$ cat src/rtl/pipe_skid_reg_pkg.sv
// pipe_skid_reg_pkg: state encoding and handshake roles shared by pipeline stage registers
package pipe_skid_reg_pkg;
    typedef enum logic [1:0] {
        ST_EMPTY = 2'b00,
        ST_ONE   = 2'b01,
        ST_TWO   = 2'b11
    } state_t;
    localparam bit ROLE_PRODUCER = 1'b0;
    localparam bit ROLE_CONSUMER = 1'b1;
endpackage

$ cat src/rtl/pipe_skid_reg.sv
// pipe_skid_reg: two-entry valid/ready skid buffer; PIPE_FLUSH_EN adds a flush input
module pipe_skid_reg
    import pipe_skid_reg_pkg::*;
#(
    parameter int               WIDTH    = 32,
    parameter logic [WIDTH-1:0] RST_DATA = '0
) (
    input  logic             clk,
    input  logic             rst,
`ifdef PIPE_FLUSH_EN
    input  logic             flush,
`endif
    input  logic             s_valid,
    output logic             s_ready,
    input  logic [WIDTH-1:0] s_data,
    output logic             m_valid,
    input  logic             m_ready,
    output logic [WIDTH-1:0] m_data
);
    state_t           state, state_nxt;
    logic [WIDTH-1:0] main_q, skid_q;
    logic             s_fire, m_fire, load_main, load_skid;

    assign s_fire    = s_valid & s_ready;
    assign m_fire    = m_valid & m_ready;
    assign load_main = (state == ST_TWO) ? m_fire : s_fire & (state == ST_EMPTY | m_fire);
    assign load_skid = (state == ST_ONE) & s_fire & ~m_fire;
    assign m_data    = main_q;

    always_ff @(posedge clk) begin
        if (rst) state <= ST_EMPTY;
        else     state <= state_nxt;
    end

    always_comb begin
        state_nxt = state;
        case (state)
            ST_EMPTY: state_nxt = s_fire ? ST_ONE : ST_EMPTY;
            ST_ONE:   state_nxt = (s_fire & ~m_fire) ? ST_TWO : (m_fire & ~s_fire) ? ST_EMPTY : ST_ONE;
            default:  state_nxt = m_fire ? ST_ONE : ST_TWO;
        endcase
`ifdef PIPE_FLUSH_EN
        if (flush) state_nxt = ST_EMPTY;
`endif
    end

    always_comb begin
        m_valid = state != ST_EMPTY;
        s_ready = state != ST_TWO;
    end

    // On a drain from TWO the skid entry moves forward; otherwise main takes the new beat
    always_ff @(posedge clk) begin
        if (rst)            main_q <= RST_DATA;
        else if (load_main) main_q <= (state == ST_TWO) ? skid_q : s_data;
    end

    always_ff @(posedge clk) begin
        if (rst)            skid_q <= RST_DATA;
        else if (load_skid) skid_q <= s_data;
    end
endmodule
$ cat config.mk
export PLATFORM = sky130hd
export DESIGN_NAME = pipe_skid_reg
export DESIGN_NICKNAME = d
export VERILOG_FILES = /design/src/rtl/pipe_skid_reg_pkg.sv /design/src/rtl/pipe_skid_reg.sv
export SDC_FILE = /design/constraint.sdc
export NUM_CORES = 1
export LEC_CHECK = 0
export ABC_AREA = 1
export BUFFER_PORTS_ARGS = -buffer_cell sky130_fd_sc_hd__buf_2
export CELL_PAD_IN_SITES_DETAIL_PLACEMENT = 0
export CELL_PAD_IN_SITES_GLOBAL_PLACEMENT = 1
export CORE_MARGIN = 1.5
export CORE_UTILIZATION = 38
export CTS_BUF_LIST = sky130_fd_sc_hd__clkbuf_2 sky130_fd_sc_hd__clkbuf_4 sky130_fd_sc_hd__clkbuf_8
export CTS_CLUSTER_DIAMETER = 40
export CTS_CLUSTER_SIZE = 14
export DETAILED_ROUTE_END_ITERATION = 6
export PLACE_DENSITY_LB_ADDON = 0.3
export SLEW_MARGIN = 20
export SYNTH_ARGS = -nofsm -noshare
export SYNTH_HDL_FRONTEND = slang
export SYNTH_SLANG_ARGS = --single-unit
$ cat constraint.sdc
create_clock -name clk -period 1.47 [get_ports clk]
set_clock_uncertainty 0.15 [all_clocks]
set_input_delay 0.2205 -clock clk [delete_from_list [all_inputs] [get_ports clk]]
set_output_delay 0.2205 -clock clk [all_outputs]
set_load 0.01 [all_outputs]
# [After elaboration in Yosys (flattened, before gate mapping)]
# Index checks and enable logic that the tools add are counted.
[totals] ff_bits=66 latch_bits=0 ram_bits=0 romBits=0 in_bits=36 out_inout_bits=34 wordCells=25 n_memories=0
[op_classes] add_sub_neg=0 multipliers=0 div_mod_pow=0 n_lt_le_gt_ge=0 eq_ne=3 n_shift=0 mux=7 bitwise=10 reduce_logical=2
[op_table] op="$mux 32" n=1
[op_table] op="$and 1x1->1" n=7
[op_table] op="$mux 2" n=2
[op_table] op="$pmux 2 s2" n=1
[op_table] op="$mux 1" n=3
[op_table] op="$eq 2x1->1 const B" n=1
[op_table] op="$eq 2x2->1 const B" n=1
[op_table] op="$logic_not 2->1" n=1
[op_table] op="$ne 2x2->1 const B" n=1
[op_table] op="$not 1->1" n=2
[op_table] op="$reduce_bool 2->1" n=1
[op_table] op="$or 1x1->1" n=1

# [Depth between registers and ports, before layout]
[logic_depth] depth_word=7 mapped_depth=8 mapped_depth_nobuf=7

# [Worst setup path before layout]
# Ideal clock, no wire load.
[synth_timing] path_kind="flip-flop to flip-flop" startpoint="reg state[1]" endpoint="reg main_q[0] (netlist: m_data[0])" setup_time_ns=0.113 arrival_time_ns=0.996 required_ns=1.207 path_slack_ns=0.211 path_stages_with_launch=7 n_path_buf=2 synth_period_minus_slack_ns=1.259 cell_sequence="dfxtp_1 -> buf_6 -> o21ai_2 -> nand2_4 -> buf_4 -> nor2_1 -> nor2_1"
[synth_via] elab_chain_cells=5 elab_cells_between_ends=10 cone_classes="eq/ne (2); mux (2); bitwise (4); reduce/logical (2)"
[synth_rtl] element="start, declared" line="pipe_skid_reg.sv:20" source="state_t state, state_nxt;"
[synth_rtl] element="start signal, assigned" line="pipe_skid_reg.sv:32" source="else state <= state_nxt;"
[synth_rtl] element="$reduce_bool 2->1" line="pipe_skid_reg.sv:48" source="m_valid = state != ST_EMPTY;"
[synth_rtl] element="$and 1x1->1" line="pipe_skid_reg.sv:25" source="assign m_fire = m_valid & m_ready;"
[synth_rtl] element="$or 1x1->1" line="pipe_skid_reg.sv:26" source="assign load_main = (state == ST_TWO) ? m_fire : s_fire & (state == ST_EMPTY | m_fire);"
[synth_rtl] element="$and 1x1->1" line="pipe_skid_reg.sv:26"
[synth_rtl] element="$mux 1" line="pipe_skid_reg.sv:26"
[synth_rtl] element="end signal, assigned" line="pipe_skid_reg.sv:55" source="else if (load_main) main_q <= (state == ST_TWO) ? skid_q : s_data;"
[synth_rtl] element="end, declared" line="pipe_skid_reg.sv:21" source="logic [WIDTH-1:0] main_q, skid_q;"
# Parallel ways exist; a longest one is shown, timed or not.
# A chain may end at the register's enable or synchronous reset.

# [Worst setup path in the final report]
[layout_timing] startpoint="reg state[1]" endpoint="reg main_q[13] (netlist: m_data[13])"
# The elaborated chain is that of the path after synthesis.

==> key figures <==
Min path
  • Hold Crit Class: in2reg
  • HP Start: s_data[30]

Outcome
  • Status: finished with violations
  • Failing checks: negative setup slack

Floorplan
  • Initial Util: 39.16%
  • I/O pins: 70
  • Die area: 8465 sq um
  • Die extent in x: 92.01 um
  • Row cnt: 32
  • Core area: 7687 sq um
  • DIE HEIGHT: 92.01 um

Worst setup path
  • CP bufs+invs: 2
  • CP Max Fanout: 8
  • Top delay family on crit path: simple AND/OR/NAND/NOR gates
  • CP Data Required Time: 1610 ps
  • Crit-path max cell delay: 360 ps
  • Critical Path Start: state[1]
  • CP Launch Type: flip-flop
  • CP Capture Type: flip-flop
  • Critical R2R Launch: state[1]
  • Slowest cell on the critical path: dfxtp_4
  • Worst R2R Setup Slack: -50 ps
  • Critical path cell sequence: buf_6, o21ai_4, nand2_8, clkbuf_16, nand2_1, nand2_1, nor2_1
  • Critical path class: reg2reg
  • Critical path's most frequent cell: nand2_1
  • Worst EP arrival: 1660 ps

Power
  • Cell Pwr Density: 1107 nW/um^2
  • Gate power share: 17.2%
  • Sequential power share: 42.3%
  • Psw: 0.001210 W
  • Clock network fraction of total power: 40.5%
  • Worst VDD drop: 0.0005013 V
  • Internal: 0.003421 W
  • Sw frac: 26.13%
  • Leakage: 2.091 nW

Clock network
  • CTS Sinks: 66
  • Clock Tree Root: clkbuf_8
  • H-tree levels: 3
  • Clock buffer depth: 2
  • Clk Latency, worst-skew pair: 340 ps
  • Clock transition at path regs: 80 ps
  • CTS tree: done
  • TritonCTS buffer count: 9

Detailed routing
  • First drt pass iteration count: 4
  • Met3 wire length: 328 um
  • WL met1: 3.894 mm
  • DRC Markers: 0
  • WL per Instance: 12.80 um
  • Met2 wire length: 4.114 mm
  • DRT Wirelength: 8.445 mm
  • DRT iter0 DRCs: 151
  • DR vias/cell: 4.655
  • Vias: 3072
  • Top sig layer: met4
  • DRT antenna net count: 0

Yosys
  • Combinational family with the most area after synthesis: simple AND/OR/NAND/NOR gates
  • Synth cell types: 19
  • Syn_area_per_cell: 6.488 sq um
  • Synthesized Nets: 500
  • Synth warn: 0
  • Synth Area in Simple Gates: 38.69%
  • Sequential area share after synthesis: 43.89%
  • Syn Std Cell Area: 3010 sq um
  • Xor-xnor portion of the synthesized cell area: 0%
  • Syn Inst Count: 464
  • Post-synthesis compound-gate area fraction: 6.068%
  • Post-synthesis adder-cell area fraction: 0%
  • Mux share of post-synthesis cell area: 0%
  • Yosys reg bits: 66

Finish
  • Fill cell count: 805
  • Proportion of layout cells with a drive suffix above 1: 28.14%
  • Ant. Diodes: 0
  • Finished Cell Area: 4184 sq um
  • Post-route non-filler standard cell count: 660
  • Final Util: 54.43%
  • NumNets Final: 589
  • Layout Area Growth over Synthesis: 38.99%

Placed design
  • Dpl hpwl: 4.620 mm
  • Placed inst area: 3416 sq um
  • RD Place Congestion: 0.7175
  • Placed cells: 618
  • Number of port buffers: 69

GRT
  • Initial antenna violation count: 0
  • First-pass GRT wire length: 12.81 mm
  • GRT Util Overall: 19.17%
  • Vias in the first global route: 2811
  • Total gr overflow: 0
  • Largest net degree at the start of global routing: 65

STA
  • Worst-Margin Slew: 343.8 ps
  • Fmax: 658.8 MHz
  • Tcrit/Tclk final: 103.3%
  • Crit path time final: 1518 ps
  • Final Hold Violating Endpoints: 0
  • Slew Viols, Final: 0
  • Worst Setup Slack, final: -47.81 ps
  • RSZ-0062 raised after global routing: true
  • Final setup violating endpoints: 31
  • Slew HR: 77.08%

Flow run
  • MaxCap Viol Count: 0
==> stage by stage <==
stage               power, W  setup TNS (ps)  setup WS, ps  hold WS, ps
floorplan           0.002391               0         211.4        139.9
detailed placement  0.002603           -3154        -104.5        295.9
global placement    0.002596          -892.9        -38.02        284.2
finish              0.004631          -867.7        -47.81       0.5383
CTS                 0.004517          -1.404        -1.013        1.577
global route        0.004852           -2674        -137.7        9.224
==> kinds of logic (layout without fill, tap and decap cells) <==
| kind of cell | count (synthesis) | after routing |
|---|---|---|
| AND/OR/NAND/NOR | 295 | 296 |
| buffers and inverters | 68 | 161 |
| AO/OA/AOI/OAI | 35 | 35 |
| flip-flops | 66 | 66 |
==> metal layers <==
metal	GRT usage (%)	up-vias
met4	6.923	0
met5	0	-
met3	4.312	9
li1	-	1585
met1	23.38	1413
met2	32.90	65
==> repair_timing <==
| item | in CTS | in global routing |
|---|---|---|
| gates cloned | 1 | 7 |
| endpoints found under the setup margin | 64 | 63 |
| buffers inserted | 4 | 1 |
| resized for setup | 6 | 58 |
| pin swaps | 1 | 9 |
| hold buffers | 13 | 0 |
| hold endpoints to repair | 14 | 0 |
==> power by group through the flow <==
stage / Combinational [W] / Sequential, W / Clock [W]
detailed placement: 0.000602 / 0.00200 / 0
global route: 0.000894 / 0.00197 / 0.00199
CTS: 0.000656 / 0.00196 / 0.00190
finish: 0.000799 / 0.00196 / 0.00187
global placement: 0.000600 / 0.00200 / 0
floorplan: 0.000364 / 0.00203 / 0
==> layout make-up <==
type / instances / area (sq um) / share of cell area (%)
tap: 102 / 127.6 / 3.050
clock buffer: 11 / 138.9 / 3.319
sequential: 66 / 1329 / 31.76
multi-input combinational: 331 / 1509 / 36.06
clock inverter: 5 / 102.6 / 2.452
inverter: 39 / 151.4 / 3.618
timing repair buffer: 106 / 825.8 / 19.74
==> final timing paths <==
path / to / cells past startpoint
max reg2reg: m_data[13] / 7
max: m_data[13] / 7
min reg2reg: skid_q[30] / 2
min: skid_q[30] / 3
==> synth_stat cells (all sizes together) <==
library cell,n,area share [%]
a211oi,1,0.25
nand3,32,5.3
nand2,134,17
clkbuf,5,0.71
a31oi,1,0.21
o21ai,33,5.6
dfxtp,66,44
nor2,129,16
buf,24,5.8
clkinv,1,0.12
inv,38,4.7
==> worst reg2reg max path: cells and delay by family, from the launching register on <==
family,cells,cell delay (ps)
simple gates,4,370
compound gates,1,260
buf+inv,2,330
flops,1,360
==> cell usage in the layout, fill, tap and decap left out, types with 3 or more instances in the layout <==
| master | count |
|---|---|
| clkbuf_16 | 5 |
| buf_2 | 68 |
| dlygate4sd3_1 | 13 |
| dfxtp_1 | 64 |
| buf_4 | 10 |
| nor2_2 | 12 |
| nand3_1 | 32 |
| clkbuf_8 | 9 |
| o21ai_0 | 24 |
| nand2_2 | 18 |
| nand2_1 | 107 |
| inv_1 | 34 |
| buf_12 | 3 |
| buf_6 | 6 |
| inv_2 | 3 |
| nand2_4 | 8 |
| nor2_1 | 117 |
| o21ai_1 | 8 |
| bufinv_16 | 3 |
==> sequential cells by signal (all words and copies together), names as in the netlist <==
signal and count:
m_data 32, skid_q 32, state 2
Note: power is estimated with default switching activity, not from simulation.
